`src/rtl/final_result_mux_if.sv`:
```
`default_nettype none
// +----------------------------------------------------------------------------+
// | final_result_mux_if                                                        |
// | Update strobes, hash check and freeze request in; selected result out.     |
// | Revision: 1.0                                                              |
// +----------------------------------------------------------------------------+
interface final_result_mux_if #(
  parameter int SEQ_WIDTH = 64
);
  logic                 hash_check;
  logic [31:0]          hash_in;
  logic                 combo_valid;
  logic [3:0]           combo_out;
  logic                 seq_valid;
  logic [3:0]           seq_out;
  logic                 fin;
  logic                 lvds_data_out;
  logic                 lvds_hitor_out;
  logic                 lvds_chsync_locked_out;
  logic                 lvds_chsync_clk_out;
  logic [SEQ_WIDTH-1:0] last_combo_seqnum;
  logic [SEQ_WIDTH-1:0] last_seq_seqnum;
  logic                 hash_ok;
  logic                 hash_err;
  logic                 final_done;

  modport master (
    output hash_check, hash_in, combo_valid, combo_out, seq_valid, seq_out, fin,
    input  lvds_data_out, lvds_hitor_out, lvds_chsync_locked_out, lvds_chsync_clk_out,
    input  last_combo_seqnum, last_seq_seqnum, hash_ok, hash_err, final_done
  );

  modport slave (
    input  hash_check, hash_in, combo_valid, combo_out, seq_valid, seq_out, fin,
    output lvds_data_out, lvds_hitor_out, lvds_chsync_locked_out, lvds_chsync_clk_out,
    output last_combo_seqnum, last_seq_seqnum, hash_ok, hash_err, final_done
  );
endinterface
`default_nettype wire

```
`src/rtl/final_result_mux.sv`:
```
`default_nettype none
// +----------------------------------------------------------------------------+
// | final_result_mux                                                           |
// | Tags combo/seq result updates, drives the most recent one, hash/freeze.    |
// | Revision: 1.0                                                              |
// +----------------------------------------------------------------------------+
module final_result_mux #(
  parameter logic [31:0] PROTECTLIB_HASH = 32'd1563611712,
  parameter int          SEQ_WIDTH       = 64
) (
  input  logic              clk,
  input  logic              rst,
  final_result_mux_if.slave bus
);

  localparam logic [SEQ_WIDTH-1:0] CNT_MAX   = '1;
  localparam logic [SEQ_WIDTH-1:0] CNT_START = SEQ_WIDTH'(1);

  logic [SEQ_WIDTH-1:0] cnt;
  logic [SEQ_WIDTH-1:0] combo_tag;
  logic [SEQ_WIDTH-1:0] seq_tag;
  logic [3:0]           combo_r;
  logic [3:0]           seq_r;
  logic                 hash_ok;
  logic                 hash_err;
  logic                 final_done;

  logic [SEQ_WIDTH-1:0] cnt_p1;
  logic [SEQ_WIDTH-1:0] cnt_p2;
  logic [3:0]           sel;

  // Saturating increments: once the counter pins at all-ones both sources
  // receive identical tags and the tie rule hands the outputs to combo.
  always_comb begin
    cnt_p1 = (cnt == CNT_MAX)    ? cnt    : cnt + CNT_START;
    cnt_p2 = (cnt_p1 == CNT_MAX) ? cnt_p1 : cnt_p1 + CNT_START;
  end

  always_ff @(posedge clk) begin
    if (rst) begin
      cnt        <= CNT_START;
      combo_tag  <= '0;
      seq_tag    <= '0;
      combo_r    <= '0;
      seq_r      <= '0;
      hash_ok    <= 1'b0;
      hash_err   <= 1'b0;
      final_done <= 1'b0;
    end else if (!final_done) begin
      if (bus.hash_check) begin
        if (bus.hash_in == PROTECTLIB_HASH) begin
          hash_ok <= 1'b1;
        end else begin
          hash_err <= 1'b1;
        end
      end
      if (bus.fin) begin
        final_done <= 1'b1;
      end else begin
        case ({bus.combo_valid, bus.seq_valid})
          2'b10: begin
            combo_r   <= bus.combo_out;
            combo_tag <= cnt;
            cnt       <= cnt_p1;
          end
          2'b01: begin
            seq_r   <= bus.seq_out;
            seq_tag <= cnt;
            cnt     <= cnt_p1;
          end
          2'b11: begin
            combo_r   <= bus.combo_out;
            combo_tag <= cnt;
            seq_r     <= bus.seq_out;
            seq_tag   <= cnt_p1;
            cnt       <= cnt_p2;
          end
          default: begin
          end
        endcase
      end
    end
  end

  // Strictly newer sequential tag wins; ties (incl. post-reset) go to combo.
  always_comb begin
    sel = (seq_tag > combo_tag) ? seq_r : combo_r;
  end

  assign bus.lvds_data_out          = sel[0];
  assign bus.lvds_hitor_out         = sel[1];
  assign bus.lvds_chsync_locked_out = sel[2];
  assign bus.lvds_chsync_clk_out    = sel[3];
  assign bus.last_combo_seqnum      = combo_tag;
  assign bus.last_seq_seqnum        = seq_tag;
  assign bus.hash_ok                = hash_ok;
  assign bus.hash_err               = hash_err;
  assign bus.final_done             = final_done;

endmodule
`default_nettype wire

```
`src/flat_wrapper.sv`:
```
// flat-port wrapper written by rule: the top's interface ports become plain ports
module final_result_mux_flat 
#(
  parameter logic [31:0] PROTECTLIB_HASH = 32'd1563611712,
  parameter int          SEQ_WIDTH       = 64
)
  (clk, rst, bus_hash_check, bus_hash_in, bus_combo_valid, bus_combo_out, bus_seq_valid, bus_seq_out, bus_fin, bus_lvds_data_out, bus_lvds_hitor_out, bus_lvds_chsync_locked_out, bus_lvds_chsync_clk_out, bus_last_combo_seqnum, bus_last_seq_seqnum, bus_hash_ok, bus_hash_err, bus_final_done);
  final_result_mux_if #(.SEQ_WIDTH(SEQ_WIDTH)) bus_i ();
  input  logic clk;
  input  logic rst;
  input wire logic [$bits(bus_i.hash_check)-1:0] bus_hash_check;
  input wire logic [$bits(bus_i.hash_in)-1:0] bus_hash_in;
  input wire logic [$bits(bus_i.combo_valid)-1:0] bus_combo_valid;
  input wire logic [$bits(bus_i.combo_out)-1:0] bus_combo_out;
  input wire logic [$bits(bus_i.seq_valid)-1:0] bus_seq_valid;
  input wire logic [$bits(bus_i.seq_out)-1:0] bus_seq_out;
  input wire logic [$bits(bus_i.fin)-1:0] bus_fin;
  output wire logic [$bits(bus_i.lvds_data_out)-1:0] bus_lvds_data_out;
  output wire logic [$bits(bus_i.lvds_hitor_out)-1:0] bus_lvds_hitor_out;
  output wire logic [$bits(bus_i.lvds_chsync_locked_out)-1:0] bus_lvds_chsync_locked_out;
  output wire logic [$bits(bus_i.lvds_chsync_clk_out)-1:0] bus_lvds_chsync_clk_out;
  output wire logic [$bits(bus_i.last_combo_seqnum)-1:0] bus_last_combo_seqnum;
  output wire logic [$bits(bus_i.last_seq_seqnum)-1:0] bus_last_seq_seqnum;
  output wire logic [$bits(bus_i.hash_ok)-1:0] bus_hash_ok;
  output wire logic [$bits(bus_i.hash_err)-1:0] bus_hash_err;
  output wire logic [$bits(bus_i.final_done)-1:0] bus_final_done;
  assign bus_i.hash_check = bus_hash_check;
  assign bus_i.hash_in = bus_hash_in;
  assign bus_i.combo_valid = bus_combo_valid;
  assign bus_i.combo_out = bus_combo_out;
  assign bus_i.seq_valid = bus_seq_valid;
  assign bus_i.seq_out = bus_seq_out;
  assign bus_i.fin = bus_fin;
  assign bus_lvds_data_out = bus_i.lvds_data_out;
  assign bus_lvds_hitor_out = bus_i.lvds_hitor_out;
  assign bus_lvds_chsync_locked_out = bus_i.lvds_chsync_locked_out;
  assign bus_lvds_chsync_clk_out = bus_i.lvds_chsync_clk_out;
  assign bus_last_combo_seqnum = bus_i.last_combo_seqnum;
  assign bus_last_seq_seqnum = bus_i.last_seq_seqnum;
  assign bus_hash_ok = bus_i.hash_ok;
  assign bus_hash_err = bus_i.hash_err;
  assign bus_final_done = bus_i.final_done;
  final_result_mux #(.PROTECTLIB_HASH(PROTECTLIB_HASH), .SEQ_WIDTH(SEQ_WIDTH)) u_core (.clk(clk), .rst(rst), .bus(bus_i));
endmodule
```
`config.mk`:
```
export PLATFORM = sky130hd
export DESIGN_NAME = final_result_mux_flat
export DESIGN_NICKNAME = d
export VERILOG_FILES = /design/src/rtl/final_result_mux_if.sv /design/src/rtl/final_result_mux.sv /design/src/flat_wrapper.sv
export SDC_FILE = /design/constraint.sdc
export NUM_CORES = 1
export LEC_CHECK = 0
export CORE_AREA = 3 3 168 170
export CTS_CLUSTER_SIZE = 16
export DETAILED_ROUTE_END_ITERATION = 10
export DIE_AREA = 0 0 171 173
export PLACE_DENSITY_LB_ADDON = 0.12
export SYNTH_ARGS = -nofsm -noshare
export SYNTH_HDL_FRONTEND = slang
export SYNTH_SLANG_ARGS = --single-unit
```
`constraint.sdc`:
```
create_clock -name clk -period 4.5 [get_ports clk]
set_input_delay 0.675 -clock clk [delete_from_list [all_inputs] [get_ports clk]]
set_output_delay 0.675 -clock clk [all_outputs]
set_load 0.03 [all_outputs]
```
==> flow_summary.ini <==
[run_status]
status = complete, no violations

[placement]
io_buffers = 180
dp_hpwl_mm = 42.65
place_ws_ns = -0.1888
dp_cells = 2462
place_congestion = 1.088

[setup_path]
critPathBufInv = 3
crit_arrival_ns = 4.88
max_stage_delay_ns = 0.68
cpMaxStageDelayCell = or4b_4
worst_ep_required_time_ns = 4.90
start_kind = flop
critical_path_class = flop to flop
path_cells = nand3_1 -> or3_4 -> or4b_4 -> o21ai_1 -> buf_4 -> nor2_1 -> xnor2_1 -> or4_4 -> nor4_4 -> buf_4 -> buf_4 -> a2111oi_0 -> o21ai_0 -> xor2_1 -> nor2_1
cpMostUsedCell = buf_4
crit_path_end_kind = flop
crit_cells = 15
crit_family = simple AND/OR/NAND/NOR gates
reg2reg_depth = 15
worstPathMaxFanout = 7

[global_routing]
grt_first_pass_wirelength_mm = 85.62
grt_usage_pct = 36.65
grt_overflow = 0
antenna_found_initial = 1
grt_max_degree = 101
grt_pass1_vias = 14425

[clock_network]
clkSinkCount = 203
cts_tree = yes
clk_latency_ns = 0.55
hold_buffers = 0
root_buffer = clkbuf_16
clock_path_buffers = 3
cts_buffers = 25
clk_pin_slew_ns = 0.06
h-tree-depth = 1

[floorplan]
start_util_pct = 50.00
rows = 60
num_io_pins = 181
die_y_um = 173
dieArea_mm2 = 0.02958
core-area_mm2 = 0.02688
die_x_um = 171

[sta]
worst_pin_slew_ns = 0.9591
clock-skew-final_ns = 0.01363
period_needed_ns = 4.480
worst_slack_ns = 0.01964
timing.slew.headroom_pct = 35.47
slew_violations = 0
setup_viol = 0
fmax_ghz = 0.2232
period_share_pct = 99.56
hold_viol = 0

[synthesis]
ys_warn_count = 0
synth_nets = 1931
syn-mean-instance-area_um2 = 7.388
ys_seq_area_share_pct = 30.24
ys_types = 77
syn-cell-area_mm2 = 0.01344
synth_cells = 1819
synth_top_area_share_pct = 30.24
synth.most_common_cell = nand2_1
synth_common_cells = 271 x nand2_1, 203 x dfxtp_1, 178 x a21oi_1
synth_ff_type = dfxtp_1
ys_top_cells_by_area = dfxtp_1 30%, nand2_1 7.6%, a21oi_1 6.6%, ha_1 6.1%, nor2_1 4.6%
ys_async_sr_fraction_pct = 0
synth_edf_count = 0
ys_ff_latch = 203
synth_area_leader_cell = dfxtp_1

[drt]
dr.pass1.iters = 8
ant_nets = 0
num_vias = 15662
initialDrtViolationCount = 1871
viasPerCell = 6.205
routedWlPerCell_um = 22.70
drc = 0
totalWireLength_mm = 57.31

[hold_path]
holdCritPathClass = flop to flop
min_path_cells = 2

[power_and_ir_drop]
leakage_nw = 6.738
p_per_area_mw_per_mm2 = 254.3
finalPower_mw = 4.726
peakVddDrop_mv = 0.3078

[flow_run]
cap_violations = 0

[cells_and_area]
area_delta_synth_final_pct = 38.29
finalNonFillerCells = 2524
drive_gt1_share_pct = 19.94
nets = 2275
-- metrics by stage --
stage          util, %  setup TNS [ns]  hold slack (ns)  instance area, µm²
2_1_floorplan        -               0           0.4329               13440
3_3_place_gp     63.85          -1.128           0.4412               17160
3_5_place_dp     63.85          -1.035           0.4479               17160
4_1_cts          67.35               0           0.4560               18100
5_1_grt          69.14         -0.2705           0.4768               18580
6_report         69.15               0           0.4558               18590
-- report_power, final --
group / total, mW / internal (mW) / switching (mW) / leakage [nW]
clock network: 2.18 / 1.34 / 0.845 / 0.441
logic: 0.672 / 0.273 / 0.399 / 4.65
registers: 1.87 / 1.83 / 0.0365 / 1.65
-- final timing paths --
path	startpoint	to	slack, ns
setup / recovery	u_core.cnt[36]$_SDFFE_PP0P_	u_core.cnt[12]$_SDFFE_PP0P_	0.02
setup reg to reg	u_core.cnt[36]$_SDFFE_PP0P_	u_core.cnt[12]$_SDFFE_PP0P_	0.02
hold / removal	u_core.seq_r[3]$_SDFFE_PP0P_	u_core.seq_r[3]$_SDFFE_PP0P_	0.46
hold reg to reg	u_core.seq_r[3]$_SDFFE_PP0P_	u_core.seq_r[3]$_SDFFE_PP0P_	0.46
-- worst min-delay path, stage by stage, from the launching register on --
cell and delay [ns]:
dfxtp_1 0.31, nand2_1 0.05, a21oi_1 0.05
-- metal layers --
metal / up-vias / global-route usage [%] / wire (µm)
li1: 7155 / - / -
met1: 7334 / 54.97 / 24730
met2: 1035 / 51.35 / 23030
met5: - / 0 / 0
met4: 0 / 8.920 / 1746
met3: 138 / 10.72 / 7795
-- kinds of logic (layout without fill, tap and decap cells) --
logic type      after synthesis  in the layout  share of synthesized area, %
compound gates              441            441                         20.96
xor+xnor                    121            121                         7.886
fa+ha+maj                    66             66                         6.145
buf+inv                     234            596                         6.983
flops                       203            203                         30.24
mux                          10             10                        0.8100
other cells                   0              1                             0
simple gates                744            745                         26.98
-- flip-flops by register name, summed over array words and instances, names as in the netlist --
signal and cells:
u_core.bus.final_done 1, u_core.seq_r 4, u_core.bus.last_combo_seqnum 64, u_core.cnt 64, u_core.combo_r 4, u_core.bus.last_seq_seqnum 64
u_core.bus.hash_err 1, u_core.bus.hash_ok 1
-- layout by cell type (no fill, tap or decap), drive strengths merged, types with 25 or more instances in the layout --
cell type,netlist,final
a211oi,42,42
a21o,29,29
a21oi,179,179
buf,38,293
clkbuf,114,32
clkdlybuf4s50,0,175
dfxtp,203,203
ha,66,66
inv,82,83
nand2,271,271
nand3,51,51
nand4,60,60
nor2,164,164
nor3,39,39
nor4,25,25
o21ai,62,62
or3,26,26
xnor2,68,68
xor2,53,53
-- area by class of cell --
cell class | instances | area, µm²
multi-input combinational | 1383 | 8851
fill | 2287 | 8290
sequential | 203 | 4070
timing repair buffer | 468 | 4028
clock buffer | 32 | 701.9
tap | 341 | 426.7
inverter | 82 | 307.8
clock inverter | 14 | 197.7
antenna | 1 | 2.502
-- timing repair --
item	4_1_cts	5_1_grt
setup buffers	1	13
setup endpoints to repair	16	63
resized for setup	42	89
pin swaps	5	27
cloned	0	1
(Power assumes the default switching activity.)
